--- src/rtl/hazard_tracker.sv ---
// ---------------------------------------------------------------------------
// hazard_tracker
//
// Hazard-resolution stage sitting right after the D-stage address/timing
// calculator of the 5-stage MIPS pipeline. Every write that leaves D is
// tracked through E, M and W together with its Tnew countdown. The D-stage
// operand reads are checked against those in-flight writes to decide whether
// the front end must stall and where each operand should be forwarded from.
//
// Parameters
//   TUSE_NONE : Tuse code meaning "this operand is not read"
//   CNT_W     : width of the stall performance counter
//
// Ports
//   clk          in   pipeline clock, rising edge
//   reset        in   asynchronous active-low reset
//   RAddr0/1     in   D-stage operand register addresses (Rs / Rt)
//   Tuse_RAddr0/1 in  cycles from D until each operand is consumed
//   WAddr        in   D-stage destination register (0 = no write)
//   Tnew_WAddr   in   cycles from E entry until the result exists
//   Stall        out  freeze F/D and inject a bubble into E
//   FwdSel0/1    out  D-stage operand source: 0 RF, 1 E, 2 M, 3 W
//   StallCnt     out  number of cycles in which Stall was high (wraps)
// ---------------------------------------------------------------------------
module hazard_tracker #(
    parameter logic [2:0]  TUSE_NONE = 3'd7,
    parameter int unsigned CNT_W     = 32
) (
    input  logic             clk,
    input  logic             reset,
    input  logic [4:0]       RAddr0,
    input  logic [4:0]       RAddr1,
    input  logic [2:0]       Tuse_RAddr0,
    input  logic [2:0]       Tuse_RAddr1,
    input  logic [4:0]       WAddr,
    input  logic [2:0]       Tnew_WAddr,
    output logic             Stall,
    output logic [1:0]       FwdSel0,
    output logic [1:0]       FwdSel1,
    output logic [CNT_W-1:0] StallCnt
);

    // Stage slots: write address and remaining Tnew for E, M and W.
    logic [4:0]       e_wa_r, m_wa_r, w_wa_r;
    logic [2:0]       e_tn_r, m_tn_r, w_tn_r;
    logic [CNT_W-1:0] stall_cnt_r;

    // {hazard, forward select} for each operand.
    logic [2:0]       res0_s, res1_s;
    logic             stall_s;

    // Saturating 3-bit decrement of the Tnew countdown.
    function automatic logic [2:0] dec(input logic [2:0] x);
        logic [2:0] r;
        if (x == 3'd0) begin
            r = 3'd0;
        end else begin
            r = x - 3'd1;
        end
        return r;
    endfunction

    // Outcome for a matching slot: hazard if the result is later than the
    // consumer needs it; forward only once the value actually exists.
    function automatic logic [2:0] pick(input logic [2:0] tn,
                                        input logic [2:0] tuse,
                                        input logic [1:0] code);
        logic [2:0] r;
        r[2] = (tn > tuse);
        if (tn == 3'd0) begin
            r[1:0] = code;
        end else begin
            r[1:0] = 2'd0;
        end
        return r;
    endfunction

    // Youngest-first search (E, then M, then W). $0 and unused operands
    // never match, so they can neither stall nor forward.
    function automatic logic [2:0] resolve(input logic [4:0] raddr,
                                           input logic [2:0] tuse,
                                           input logic [4:0] ewa, input logic [2:0] etn,
                                           input logic [4:0] mwa, input logic [2:0] mtn,
                                           input logic [4:0] wwa, input logic [2:0] wtn);
        logic       active;
        logic [2:0] r;
        active = (raddr != 5'd0) && (tuse != TUSE_NONE);
        if (active && (ewa != 5'd0) && (ewa == raddr)) begin
            r = pick(etn, tuse, 2'd1);
        end else if (active && (mwa != 5'd0) && (mwa == raddr)) begin
            r = pick(mtn, tuse, 2'd2);
        end else if (active && (wwa != 5'd0) && (wwa == raddr)) begin
            r = pick(wtn, tuse, 2'd3);
        end else begin
            r = 3'b000;
        end
        return r;
    endfunction

    // Combinational hazard detection and forward selection for both operands.
    always_comb begin
        res0_s  = resolve(RAddr0, Tuse_RAddr0, e_wa_r, e_tn_r, m_wa_r, m_tn_r, w_wa_r, w_tn_r);
        res1_s  = resolve(RAddr1, Tuse_RAddr1, e_wa_r, e_tn_r, m_wa_r, m_tn_r, w_wa_r, w_tn_r);
        stall_s = res0_s[2] | res1_s[2];
    end

    // Pipeline slot advance; a stall turns the E entry into a bubble.
    always_ff @(posedge clk or negedge reset) begin
        if (!reset) begin
            e_wa_r <= 5'd0;
            e_tn_r <= 3'd0;
            m_wa_r <= 5'd0;
            m_tn_r <= 3'd0;
            w_wa_r <= 5'd0;
            w_tn_r <= 3'd0;
        end else begin
            w_wa_r <= m_wa_r;
            w_tn_r <= dec(m_tn_r);
            m_wa_r <= e_wa_r;
            m_tn_r <= dec(e_tn_r);
            if (stall_s) begin
                e_wa_r <= 5'd0;
                e_tn_r <= 3'd0;
            end else begin
                e_wa_r <= WAddr;
                e_tn_r <= Tnew_WAddr;
            end
        end
    end

    // Stall performance counter, wraps naturally at 2^CNT_W.
    always_ff @(posedge clk or negedge reset) begin
        if (!reset) begin
            stall_cnt_r <= {CNT_W{1'b0}};
        end else if (stall_s) begin
            stall_cnt_r <= stall_cnt_r + {{(CNT_W-1){1'b0}}, 1'b1};
        end else begin
            stall_cnt_r <= stall_cnt_r;
        end
    end

    assign Stall    = stall_s;
    assign FwdSel0  = res0_s[1:0];
    assign FwdSel1  = res1_s[1:0];
    assign StallCnt = stall_cnt_r;

endmodule

--- config.mk ---
export PLATFORM = sky130hd
export DESIGN_NAME = hazard_tracker
export DESIGN_NICKNAME = d
export VERILOG_FILES = /design/src/rtl/hazard_tracker.sv
export SDC_FILE = /design/constraint.sdc
export NUM_CORES = 1
export LEC_CHECK = 0
export ABC_AREA = 1
export CAP_MARGIN = 20
export CORE_MARGIN = 2
export CORE_UTILIZATION = 30
export DETAILED_ROUTE_END_ITERATION = 7
export PLACE_DENSITY = 0.48
export SYNTH_ARGS = -nofsm -noshare
export SYNTH_HDL_FRONTEND = slang
export SYNTH_SLANG_ARGS = --single-unit
--- constraint.sdc ---
create_clock -name clk -period 2.67 [get_ports clk]
set_clock_uncertainty 0.1 [all_clocks]
set_input_delay 0.534 -clock clk [delete_from_list [all_inputs] [get_ports clk]]
set_output_delay 0.534 -clock clk [all_outputs]
set_load 0.02 [all_outputs]
==> flow_summary.yaml <==
power:
  vdd_drop_max_uv: 318
  power.static_leakage_uw: 0.00254
  final_total_pwr_uw: 2520
  pwr_density_cell_nw_per_um2: 478
  cellInternalPower_uw: 1750
  power.switching_uw: 766
  comb_power_share_pct: 26.7
  clock_power_share_pct: 33.6
  switching_share_of_power_pct: 30.4
  seq_power_share_pct: 39.7
place:
  finalWeightedCongestion: 0.849
  hpwl_um: 8180
  numPortBuffers: 62
sta:
  post-route-min-period_ns: 2.56
  max-slew-margin-rel_pct: 63.7
  timing_max_transition_violations_final: 0
  tightestPinTransition_ns: 0.540
  setup_viol: 0
  min_period_over_period_pct: 96.0
  maximum_achievable_frequency_mhz: 390
  hold_viol_final: 0
setup_path:
  worst_setup_path_end_kind: "output port"
  worst_ep_arrival_time_ns: 1.93
  crit_path_cell_trace: "buf_6 -> ha_4 -> nand2_2 -> o21ai_2 -> and2_1 -> nand3_1 -> nor2_2 -> nor2_4 -> nand3_4 -> buf_6"
  criticalPathCategory: "flip-flop to output port"
  critical_path.reg2reg.startpoint: "m_tn_r[1]"
  crit_path_start: "m_tn_r[1]"
  cp_common_cell: "buf_6"
  worst-path-buf-inv: 2
  critical_path.max_stage_delay_ns: 0.44
  worst_path_max_delay_cell: "dfrtp_2"
  critical-path-top-delay-family: "simple AND/OR/NAND/NOR gates"
  required_ns: 2.04
  start_kind: "flip-flop"
  reg2reg_slack_ns: 0.24
  critPathMaxFanout: 3
global_route:
  total_grt_usage_pct: 16.3
  grt_antenna_before_repair: 0
  grt_pass1_vias: 3877
  grt_start_max_net_pins: 41
  grt_first_pass_wirelength_um: 18800
  gr-total-overflow: 0
logic_synthesis:
  seq_area_frac_synth_pct: 35.3
  gate_count_after_technology_mapping: 538
  synth-edff-count: 0
  synthFlopType: "dfrtp_1"
  synth.distinct_cells: 26
  postSynth.asyncResetShare_pct: 100
  number_of_warnings_reported_in_the_yosys_synthesis_log: 0
  synth_area_leader_cell: "dfrtp_1"
  yosys-top-cells-area: "dfrtp_1 35%, nand2_1 16%, nand4_1 7.4%, ha_1 7.3%, inv_1 5.6%"
  synth_register_bits: 56
  synthDominantCellAreaShare_pct: 35.3
  synth.net_count: 587
  netlist_area_um2: 3970
  per_instance_average_area_after_synthesis_um2: 7.38
routing:
  average_wire_length_per_cell_after_detail_routing_um: 13.8
  routed_wirelength_um: 11100
  dr.first_iter.drc_count: 174
  vias_per_cell: 4.69
  detail-route-antenna-nets: 0
  route.vias.total: 3767
  dr.pass1.iters: 4
  drc_errors: 0
finish:
  final_nets: 676
  n_fill_cell: 1360
  proportion_of_layout_cells_with_a_drive_suffix_above_1_pct: 17.5
  layout_overhead_on_the_synthesized_area_pct: 32.8
  area_of_the_multi_input_gates_um2: 2420
  final_common_cell: "nand2_1"
  final_core_util_pct: 40.3
  diodes: 0
  regArea_um2: 1400
  most-common-layout-cells: "167 x nand2_1, 55 x inv_1, 54 x dfrtp_1"
floorplanning:
  die_area_um2: 14200
  start_util_pct: 30.3
  top_level_ports: 63
  die_x_extent_um: 119
  die_h_um: 119
  num_rows: 42
  coreArea_um2: 13100
run:
  timing.max_cap.violations: 0
cts:
  clk_pin_slew_worst_paths_ns: 0.07
  h-tree-depth: 2
  clock_latency_ns: 0.30
  numClockSinks: 56
  ctsRootBufferMaster: "clkbuf_16"
  cts.path.max_buffers: 2
  cts_tree: "yes"
  cts-buffers-inserted: 5
worst_hold_path:
  type_of_the_tightest_min_delay_check: "flip-flop to flip-flop"
  min_from: "e_wa_r[1]"
run_status:
  run_status: "completed"
## Yosys cell counts, drive strengths merged, types with 4 or more instances
cell type  count
nor4           4
nand4         47
buf           13
o21ai          5
dfrtp         56
nor2          58
xor2          24
xnor2         22
nor3          13
a21oi          6
inv           62
nand2        172
ha            23
nand3         24
## final timing paths
| path | endpoint | cells after the start |
|---|---|---|
| worst max-delay path | Stall | 10 |
| worst min-delay path | m_wa_r[1] | 0 |
| worst max register to register | StallCnt[16] | 14 |
| worst min register to register | m_wa_r[1] | 0 |
| max in group asynchronous | m_wa_r[3] | 3 |
| min in group asynchronous | StallCnt[17] | 2 |
## area by class of cell
type                       instances  area share [%]
clock buffer                       5            2.37
clock inverter                     2            1.14
inverter                          62            4.46
multi-input combinational        407            45.9
sequential                        56            26.6
tap                              176            4.18
timing repair buffer              95            15.3
## kinds of logic (layout without fill, tap and decap cells)
logic type      after synthesis  count (layout)  synth area share [%]
fa+ha+maj                    23              23                  7.25
xor+xnor                     46              46                  10.2
compound gates               14              14                  2.02
simple gates                324             324                  37.1
flops                        56              56                  35.3
buf+inv                      75             164                  8.13
## repair_timing
action / in CTS / in global routing
gates resized for setup: 59 / 48
buffers inserted: 4 / 4
pin swaps: 14 / 24
endpoints found under the hold margin: 3 / 0
hold buffers: 1 / 0
endpoints found under the setup margin: 37 / 5
## per-stage QoR
| stage | hold WS, ns | setup slack, ns | area [um2] | TNS, ns | instances |
|---|---|---|---|---|---|
| detailed placement | 0.251 | -0.769 | 4890 | -15.04 | 787 |
| finish | 0.327 | 0.107 | 5270 | 0 | 803 |
| floorplan | 0.138 | 0.179 | 3970 | 0 | 538 |
| global route | 0.353 | -0.00520 | 5270 | -0.00604 | 803 |
| global placement | 0.250 | -0.769 | 4890 | -15.08 | 787 |
| CTS | 0.334 | -0.00285 | 5170 | -0.00285 | 799 |
## metal layers
| layer | part of all wire (%) | track usage (%) | up-vias |
|---|---|---|---|
| met1 | 47 | 20.9 | 1764 |
| met5 | 0 | 0 | - |
| met4 | 1.6 | 5.06 | 0 |
| met3 | 2.9 | 2.54 | 18 |
| li1 | - | - | 1913 |
| met2 | 49 | 28.2 | 72 |
## worst reg2reg max path: stages (launching register included)
cell	delay (ns)
dfrtp_2	0.44
buf_6	0.14
ha_4	0.26
nand2_2	0.05
o21ai_2	0.12
and2_1	0.13
nand3_1	0.09
nor2_2	0.14
nor2_4	0.06
buf_4	0.12
buf_4	0.12
buf_4	0.12
buf_4	0.24
nand4_1	0.16
nand2_1	0.06
## flip-flops by register name, indices dropped and copies added, names as in the netlist
name,cells
StallCnt,32
e_tn_r,3
e_wa_r,5
m_tn_r,3
m_wa_r,5
w_tn_r,3
w_wa_r,5
## power by group through the flow
stage / clock network [uW] / registers (uW) / logic [uW]
after floorplan: 0 / 1020 / 353
after CTS: 870 / 998 / 629
after global placement: 0 / 1010 / 603
after detailed placement: 0 / 1010 / 613
after global routing: 897 / 1010 / 757
final: 846 / 1000 / 671
Note: power is estimated with default switching activity, not from simulation.
